### src/rtl/stream_mux.sv
// N-to-1 registered stream mux: fixed-priority, round-robin or explicit-select arbitration.
// 1-cycle latency, one word/cycle; held word stays stable and in_ready is low while out_ready=0.
module stream_mux #(
    parameter int  W    = 8,
    parameter int  N    = 4,
    parameter int  MODE = 0,
    localparam int SW   = (N > 1) ? $clog2(N) : 1
) (
    input  logic           clk,
    input  logic           rst,
    input  logic [N-1:0]   in_valid,
    input  logic [N*W-1:0] in_data,
    output logic [N-1:0]   in_ready,
    input  logic [SW-1:0]  sel,
    output logic           out_valid,
    output logic [W-1:0]   out_data,
    output logic [SW-1:0]  out_sel,
    input  logic           out_ready
);
    logic          r_vld;
    logic [W-1:0]  r_dat;
    logic [SW-1:0] r_sel;
    logic [SW-1:0] r_ptr;

    logic          w_load;
    logic          w_any;
    logic [SW-1:0] w_gidx;
    logic          w_lo_any;
    logic [SW-1:0] w_lo_idx;
    logic          w_hi_any;
    logic [SW-1:0] w_hi_idx;
    logic          w_sel_any;
    logic [SW-1:0] w_ptr_nxt;
    logic [W-1:0]  w_dat;

    assign w_load = !r_vld || out_ready;

    // lo = lowest valid channel overall; hi = lowest valid channel at or above the rr pointer
    always_comb begin
        w_lo_any  = 1'b0;
        w_lo_idx  = '0;
        w_hi_any  = 1'b0;
        w_hi_idx  = '0;
        w_sel_any = 1'b0;
        for (int i = N - 1; i >= 0; i--) begin
            if (in_valid[i]) begin
                w_lo_any = 1'b1;
                w_lo_idx = SW'(i);
                if (i >= int'(r_ptr)) begin
                    w_hi_any = 1'b1;
                    w_hi_idx = SW'(i);
                end
            end
        end
        for (int i = 0; i < N; i++) begin
            if (int'(sel) == i && in_valid[i]) begin
                w_sel_any = 1'b1;
            end
        end
    end

    always_comb begin
        w_any  = 1'b0;
        w_gidx = '0;
        if (MODE == 2) begin
            w_any  = w_sel_any;
            w_gidx = w_sel_any ? sel : '0;
        end else if (MODE == 1) begin
            w_any  = w_lo_any;
            w_gidx = w_hi_any ? w_hi_idx : w_lo_idx;
        end else begin
            w_any  = w_lo_any;
            w_gidx = w_lo_idx;
        end
    end

    always_comb begin
        w_dat    = '0;
        in_ready = '0;
        for (int i = 0; i < N; i++) begin
            if (int'(w_gidx) == i) begin
                w_dat       = in_data[i*W +: W];
                in_ready[i] = !rst && w_load && w_any;
            end
        end
    end

    assign w_ptr_nxt = (int'(w_gidx) == N - 1) ? '0 : w_gidx + SW'(1);

    always_ff @(posedge clk or posedge rst) begin
        if (rst) begin
            r_vld <= 1'b0;
            r_dat <= '0;
            r_sel <= '0;
            r_ptr <= '0;
        end else if (w_load) begin
            r_vld <= w_any;
            if (w_any) begin
                r_dat <= w_dat;
                r_sel <= w_gidx;
                if (MODE == 1) begin
                    r_ptr <= w_ptr_nxt;
                end
            end
        end
    end

    assign out_valid = r_vld;
    assign out_data  = r_dat;
    assign out_sel   = r_sel;
endmodule

### config.mk
export PLATFORM = sky130hd
export DESIGN_NAME = stream_mux
export DESIGN_NICKNAME = d
export VERILOG_FILES = /design/src/rtl/stream_mux.sv
export SDC_FILE = /design/constraint.sdc
export NUM_CORES = 1
export LEC_CHECK = 0
export ABC_AREA = 1
export CORE_MARGIN = 5
export CORE_UTILIZATION = 35
export CTS_BUF_LIST = sky130_fd_sc_hd__clkbuf_8 sky130_fd_sc_hd__clkbuf_16
export CTS_CLUSTER_SIZE = 8
export DETAILED_ROUTE_END_ITERATION = 7
export HOLD_SLACK_MARGIN = 0.05
export PLACE_DENSITY = 0.87
export SYNTH_ARGS = -nofsm -noshare
export SYNTH_HDL_FRONTEND = slang
export SYNTH_SLANG_ARGS = --single-unit
### constraint.sdc
create_clock -name clk -period 1.5 [get_ports clk]
set_input_delay 0.3 -clock clk [delete_from_list [all_inputs] [get_ports clk]]
set_output_delay 0.3 -clock clk [all_outputs]
set_load 0.02 [all_outputs]
==> impl_results.md, run 1 <==
- Outcome: finished with violations
- Violated checks: negative setup slack
- Routed len/inst: about 12 um
- Initial DRC count: 23
- First-pass GRT wire length: 4.77 mm
- Clock transition at path regs: 0.05 ns
- Fin. Hold Viols: 0
- Worst Setup Start Kind: flip-flop
- Total power: ~1100 uW
- CP max FO: 3
- VDD IR-drop max: 0.000413 V
- Layout cells sized above 1: approximately 18%
- Ant. Diodes: 0
- RSZ-0062 raised after global routing: yes
- Final WL: 2.86 mm
- Most common cell after layout, fill and taps aside: nand2_1
- FF+latch area: roughly 280 um2
- Gpl congestion: a little under 0.8
- Post-Syn Area: between 800 and 900 um2
- Area Growth Syn to Fin: 85.2%
- H-tree level count: 1
- Syn avg cell area: roughly 6 um2
- # DRC: 0
- Die W: about 58 um
- YS warnings: 0
- Multi-input gate area: approximately 460 um2
- Layout Cells excl Fill: around 230
- Io pins: 56
- Nets: 243
- Fraction of the yosys area taken by sequential cells: about 34%
- Clock Sinks: 11
- CTS Buf Count: 3
- Die Span Y: approximately 60 um
- Netlist cell types: 14
- Required @ worst endpoint: around 1.2 ns
- Most frequent cells in the layout: nand2_1, clkdlybuf4s50_1, nand3_1
- Area share of xor/xnor cells in the synthesized design: 0%
- Critical path type: reg -> out
- Worst-margin pin slew: roughly 0.42 ns
- Worst Skew: 0.000865 ns
- Setup slack after layout: -0.0207 ns
- Via density: between 4 and 5
- Hold Crit Class: in -> async
- Worst skew pair latency: between 0.2 and 0.25 ns
- Final setup viols: 2
- Top delay family on crit path: flip-flops
- Starting Density: 37.0%
- Cell count after synthesis: about 130
- PortBufs: 53
- Slew Viols, Final: 0
- Critical Path, Cell by Cell: nand2_2 > o21ai_2 > nor2_2 > inv_2 > nor3_2 > buf_4
- Hold Buf Count CTS: 0
- CTS root buffer: clkbuf_8
- Rel. slew slack: a little under three quarters
- Post-route ant nets: 0
- Initial antenna violation count: 0
- DP HPWL: 2.17 mm
- Largest net degree at the start of global routing: 22
- Core ar.: roughly 2200 um2
- # fillers: a little under 200
- Max Fclk: roughly 0.66 GHz
- Yosys reg bits: 11
- Vias in the first global route: 1118
- Remaining Overflow, GRT: 0
- Syn Nets: approximately 180
- Gr usage total: 17.9%
- Slowest-stage cell, CP: dfrtp_1
- CTS tree: yes
- Pleak: 0.000827 uW
- Cell Count Post-Placement: ~220
- Vias: 1086
- CP bufs+invs: 2
- CP Capture Type: output pin
- Mux share of post-synthesis cell area: 0%
- Max cap viols: 0
- Final Cycle Share: 101%
- Max incr delay on CP: about 0.39 ns
- FP Rows: 17
- Clock buffer depth: 2
- Worst Path Arrival: between 1 and 1.5 ns
- TritonRoute pass-1 iters: 4
- Post-Synth Simple-Gate Area: 50.8%
- Post-Synth Adder-Cell Area: 0%
- Die ar.: 3400 um2
- Final Critical Period: 1.52 ns
- Pwr dens: slightly above 700 nW/um2
- Largest family of logic cells by synthesized area: simple AND/OR/NAND/NOR gates
- Synth Area in Compound Gates: approximately 2.3%
==> path summary, 6_finish.rpt <==
kind / from / endpoint / slack (ns) / cells past startpoint
setup / recovery: out_valid$_DFFE_PP0N_ / in_ready[2] / -0.02 / 6
hold / removal: rst / out_data[7]$_DFFE_PP0P_ / 0.12 / 2
setup reg to reg: out_valid$_DFFE_PP0N_ / out_data[1]$_DFFE_PP0P_ / 0.44 / 6
hold reg to reg: out_data[0]$_DFFE_PP0P_ / out_data[0]$_DFFE_PP0P_ / 0.48 / 2
max in group asynchronous: rst / out_sel[0]$_DFFE_PP0P_ / 1.09 / 2
min in group clk: out_data[0]$_DFFE_PP0P_ / out_data[0]$_DFFE_PP0P_ / 0.48 / 2
==> per-layer routing <==
metal,vias to the layer above,GRT usage (%),wire length [um]
li1,543,-,-
met1,493,20.1,1140
met2,46,32.9,1460
met3,4,3.29,215
met4,0,7.28,46
met5,-,0,0
==> metrics by stage <==
stage / util [%] / cell area [um2] / worst slack (ns) / TNS, ns / hold slack [ns]
3_5_place_dp: 64.6 / 1430 / -0.752 / -4.83 / 0.472
3_3_place_gp: 64.6 / 1430 / -0.730 / -4.39 / 0.462
4_1_cts: 67.3 / 1490 / -0.0624 / -0.110 / 0.429
6_report: 68.5 / 1520 / -0.0207 / -0.0285 / 0.121
2_1_floorplan: - / 823 / 0.0366 / 0 / 0.152
5_1_grt: 68.5 / 1520 / -0.0716 / -0.147 / 0.173
==> power breakdown <==
group	switching, uW	internal (uW)
logic	221	226
clock network	106	179
registers	23.9	342
total	351	747
==> final cells by class <==
| cell class | instances | share of cell area, % |
|---|---|---|
| timing repair buffer | 68 | 41.9 |
| multi-input combinational | 101 | 30.3 |
| sequential | 11 | 18.2 |
| inverter | 17 | 4.38 |
| clock buffer | 3 | 2.73 |
| tap | 28 | 2.31 |
| clock inverter | 1 | 0.248 |
==> cells in the mapped netlist <==
library cell   n  share of area [%]
dfrtp_1       11                 34
buf_6          2                2.8
o21ai_0        2                1.2
nor2_2         1               0.77
nor3_1         1               0.61
inv_1         16                7.3
nor2_1        20                9.2
nand3_4        1                2.1
o21ai_2        1                1.1
nand2_1       51                 23
buf_4          2                1.8
buf_2          1               0.61
nand3_1       24                 15
inv_4          1               0.77
==> sequential cells by signal, indices dropped and copies added, names as in the netlist <==
| name | flops |
|---|---|
| out_valid | 1 |
| out_data | 8 |
| out_sel | 2 |
==> repair_timing <==
item,CTS,global route
buffers inserted,4,0
resized for setup,35,13
pin swaps,5,3
cloned,0,0
endpoints found under the setup margin,8,7
==> logic make-up (layout without fill, tap and decap cells) <==
group	after synthesis	after routing
AOI/OAI and AO/OA	3	3
buffers and inverters	22	89
DFF	11	11
and+or+nand+nor	98	98
Note: power is estimated with default switching activity, not from simulation.
==> run 2: changes to the inputs <==
--- a/config.mk
+++ b/config.mk
@@ -6,7 +6,7 @@
 export NUM_CORES = 1
 export LEC_CHECK = 0
 export ABC_AREA = 1
-export CORE_MARGIN = 5
+export CORE_MARGIN = 2
 export CORE_UTILIZATION = 35
 export CTS_BUF_LIST = sky130_fd_sc_hd__clkbuf_8 sky130_fd_sc_hd__clkbuf_16
 export CTS_CLUSTER_SIZE = 8
==> run 2 against run 1 <==
- the run still ends with negative setup slack left
- maximum frequency shrank 1.5%
- clock skew up 0.0017 ns
- cell count rose by 0.44%
- power up 1.3%
- combinational power up 3%
- sequential power barely moved
- largest cell class unchanged
- non-clock buffer count grew 1
- utilization increased by 0.91 points
==> impl_results.md, run 2 (same netlist as run 1, synthesis figures left out) <==
- Clock buffer depth: 2
- CTS Buf Count: 3
- Core ar.: approximately 2200 um2
- Pwr dens: ~720 nW/um2
- Die W: between 50 and 60 um
- Worst Skew: ~0.0026 ns
- Routed len/inst: ~13 um
- PortBufs: 53
- # DRC: 0
- Die ar.: 2740 um2
- TNS Setup: -0.130 ns
- Fin. Hold Viols: 0
- Final WL: 2.91 mm
- TritonRoute pass-1 iters: 5
- Io pins: 56
- H-tree level count: 1
- FP Rows: 17
- Max incr delay on CP: around 0.4 ns
- Gpl congestion: 0.817
- RSZ-0062 raised after global routing: yes
- Critical path type: reg -> out
- Vias in the first global route: between 1k and 1.5k
- Worst skew pair latency: 0.23 ns
- Required @ worst endpoint: 1.20 ns
- Final setup viols: 4
- Critical Path, Cell by Cell: nand2_2 > o21ai_4 > nor2_4 > inv_2 > nor3_2 > buf_4
- Die Span Y: between 50 and 60 um
- Gr usage total: between 20% and 30%
- Pleak: about 0.00090 uW
- CTS root buffer: clkbuf_8
- Clock Sinks: 11
- DP HPWL: ~2.1 mm
- CP max FO: 3
- Outcome: finished with violations
- Final Cycle Share: 103%
- Most common cell after layout, fill and taps aside: nand2_1
- Area Growth Syn to Fin: 87.6%
- VDD IR-drop max: 0.000597 V
- Slowest-stage cell, CP: dfrtp_1
- Rel. slew slack: between 70% and 80%
- CTS tree: yes
- Final Critical Period: approximately 1.5 ns
- Most frequent cells in the layout: nand2_1, clkdlybuf4s50_1, nand3_1
- Ant. Diodes: 0
- Worst-margin pin slew: 0.422 ns
- Max cap viols: 0
- Nets: 244
- Worst Path Arrival: between 1 and 1.5 ns
- Flop2flop setup slack: around 0.18 ns
- Design area: approximately 1500 um2
- Layout cells sized above 1: 19.3%
- Hold Crit Class: in -> async
- Violated checks: negative setup slack
- Reg2Reg Depth: 8
- Max FFs per register: 8
- Remaining Overflow, GRT: 0
- Via density: around 4.7
- Setup slack after layout: -0.0435 ns
- FF-to-FF Start: out_valid$_DFFE_PP0N_
- Clock transition at path regs: 0.05 ns
- CP Capture Type: output pin
- Cell Area, Placed: 1440 um2
- Vias: 1084
- Worst Setup Start Kind: flip-flop
- Largest net degree at the start of global routing: 22
- Slew Viols, Final: 0
- Starting Density: 37.0%
- Initial antenna violation count: 0
- First-pass GRT wire length: 4.62 mm
- Post-route ant nets: 0
- Max Fclk: ~0.65 GHz
- Initial DRC count: 17
- R2R Path End: out_data[0]$_DFFE_PP0P_
-- run 2: per-layer routing --
layer  global-route usage, %  up-vias  part of all wire, %
met4                    6.41        0                  1.5
met1                    26.2      486                   40
met3                    2.86        6                  4.7
met2                    43.3       41                   54
met5                       0        -                    0
li1                        -      551                    -
-- run 2: critical path, delay by kind of cell, from the launching register on --
kind            cells  cell delay [ns]
flops               1             0.39
simple gates        3             0.31
compound gates      1             0.08
buf+inv             2             0.22
-- run 2: cell type report --
cell class	count	area, um2
Inverter	17	66.3
Multi-Input combinational cell	101	462
Timing Repair Buffer	69	651
Clock inverter	1	5.00
Clock buffer	3	41.3
Sequential cell	11	275
Tap cell	28	35.0
Fill cell	186	677
-- run 2: power breakdown --
part | switching, uW | leakage (uW) | internal, uW
combinational | 227 | 0.000735 | 233
sequential | 22.5 | 0.000135 | 342
clock | 105 | 0.0000255 | 182
-- run 2: worst max path at each step --
stage | from | to | cells past startpoint
after floorplan | in_valid[2] | in_ready[0] | 6
after global routing | out_valid$_DFFE_PP0N_ | in_ready[3] | 6
after CTS | out_valid$_DFFE_PP0N_ | in_ready[2] | 6
after global placement | in_valid[2] | in_ready[2] | 8
final | out_valid$_DFFE_PP0N_ | in_ready[2] | 6
after detailed placement | in_valid[2] | in_ready[0] | 9
-- run 2: stage by stage --
stage / power, uW / setup slack, ns / instances / utilization [%] / hold WS [ns]
2_1_floorplan: 569 / 0.0366 / 134 / - / 0.152
3_3_place_gp: 807 / -0.730 / 222 / 64.9 / 0.465
3_5_place_dp: 820 / -0.771 / 222 / 64.9 / 0.469
4_1_cts: 1130 / -0.100 / 232 / 68.8 / 0.436
5_1_grt: 1180 / -0.0911 / 230 / 69.4 / 0.191
6_report: 1110 / -0.0435 / 230 / 69.4 / 0.148
-- run 2: what timing repair did --
action                                  4_1_cts  5_1_grt
endpoints found under the hold margin         0        0
resized for setup                            32       20
hold buffers                                  0        0
setup buffers                                 6        0
pin swaps                                     3        7
endpoints found under the setup margin       12       24
==> variant (config.mk and constraints of run 1) <==
Change the parameter `W` from 8 to 12.
--- a/src/rtl/stream_mux.sv
+++ b/src/rtl/stream_mux.sv
@@ -3,3 +3,3 @@
 module stream_mux #(
-    parameter int  W    = 8,
+    parameter int  W    = 12,
     parameter int  N    = 4,
Interface: changed (resized in_data and out_data); port bits go from 56 to 76. No check against the original RTL was run, so the function may have changed too.
==> variant against run 1 <==
Critical path depth rose by 2; maximum frequency up 2.5%; synthesized area up 35%; sequential share of layout area down 0.062 points; highest routed layer unchanged; setup slack better by 0.037 ns; cell area grew 37%; largest power group unchanged; sequential cell count increased by 4; count of clock-buffer cells in the layout is the same; hold slack improved by 0.18 ns; power is 30% higher; routed wire length up 42%.
==> variant: results (changes against run 1) <==
met3 wire len=364 µm (+69%); Compound-Gate Fraction of Synth Area=0.0136 (-0.00931); M3 GR Usage=0.0323 (-0.000582); Post-layout nets=328 (+35%); #FFs+latches synth=15 (+4); DRT iter0 DRCs=67 (+190%); DP HPWL=3070 µm (+42%); P_seq=0.000500 W (+37%); fraction of area in multi-input gates=0.319 (+0.0156); max reg flops=12 (+4); top cells by count, synth=69 x nand2_1, 38 x nand3_1, 27 x nor2_1, 18 x inv_1, 15 x dfrtp_1; CP peak stage delay=0.24 ns (-0.15 ns); ClkCell Share=0.0217 (-0.00800); status=complete, no violations; Mapped Avg Cell Area=5.96 µm² (-2.4%); Yosys cell types=15 (+1); Slowest cell on crit path=dlygate4sd2_1; post-CTS setup buffer count=2 (-2); layout cells sized above 1=0.148 (-0.0310); Max rail drop VDD=0.287 mV (-31%); post-route insts no fill=314 (+37%); global-route wire length before repair=6330 µm (+33%); Layout Skew=0.00703 ns (+0.00616 ns); non-clock inverter count=19 (+2); Layout non-clock buf frac=0.416 (-0.00285); Worst EP arrival=1.18 ns (-0.04 ns); post_cts resized=46 (+31%); sequential area share after synthesis=0.341 (+0.00413); Clock transition at path regs=0.06 ns; Slew Limit Headroom=0.833 (+0.114); CP delay by family, top=buffers and inverters; GRT Overall Usage=0.187 (+0.00817); synth top area cells=dfrtp_1 34%, nand2_1 23%, nand3_1 17%; via/cell ratio=4.61 (-2.7%); number of global-route vias before repair=1383 (+24%); DR WL/cell=12.9 µm (+3.5%); met2 usage=0.321 (-0.00761); Logic pwr share=0.429 (+0.022); Placer Congestion=0.841 (+8.9%); Multi-In Gates=141 (+40%); routed length on met2=1980 µm (+35%); largest net degree at the start of global routing=25 (+14%); Sw Pwr=0.000477 W (+36%); IO Port Bufs=73 (+38%); Non-clk bufs=91 (+34%)
[variant: path summary, 6_finish.rpt]
| path | from | to | cells past startpoint | slack, ns |
|---|---|---|---|---|
| setup / recovery | in_valid[3] | in_ready[0] | 8 | 0.02 |
| hold / removal | rst | out_data[2] | 3 | 0.30 |
| setup reg to reg | out_valid | out_data[7] | 7 | 0.31 |
| hold reg to reg | out_data[8] | out_data[8] | 2 | 0.47 |
| max in group asynchronous | rst | out_data[11] | 3 | 1.02 |
| min in group clk | out_data[8] | out_data[8] | 2 | 0.47 |
[variant: stage by stage]
stage	utilization	setup WS, ns	instance area (µm²)	total power [W]	hold WS (ns)
3_3_place_gp	0.655	-0.712	1980	0.00113	0.461
2_1_floorplan	-	0.105	1120	0.000781	0.130
4_1_cts	0.674	-0.0693	2040	0.00143	0.302
6_report	0.685	0.0159	2070	0.00143	0.305
5_1_grt	0.685	-0.0475	2070	0.00152	0.331
3_5_place_dp	0.655	-0.790	1980	0.00114	0.464
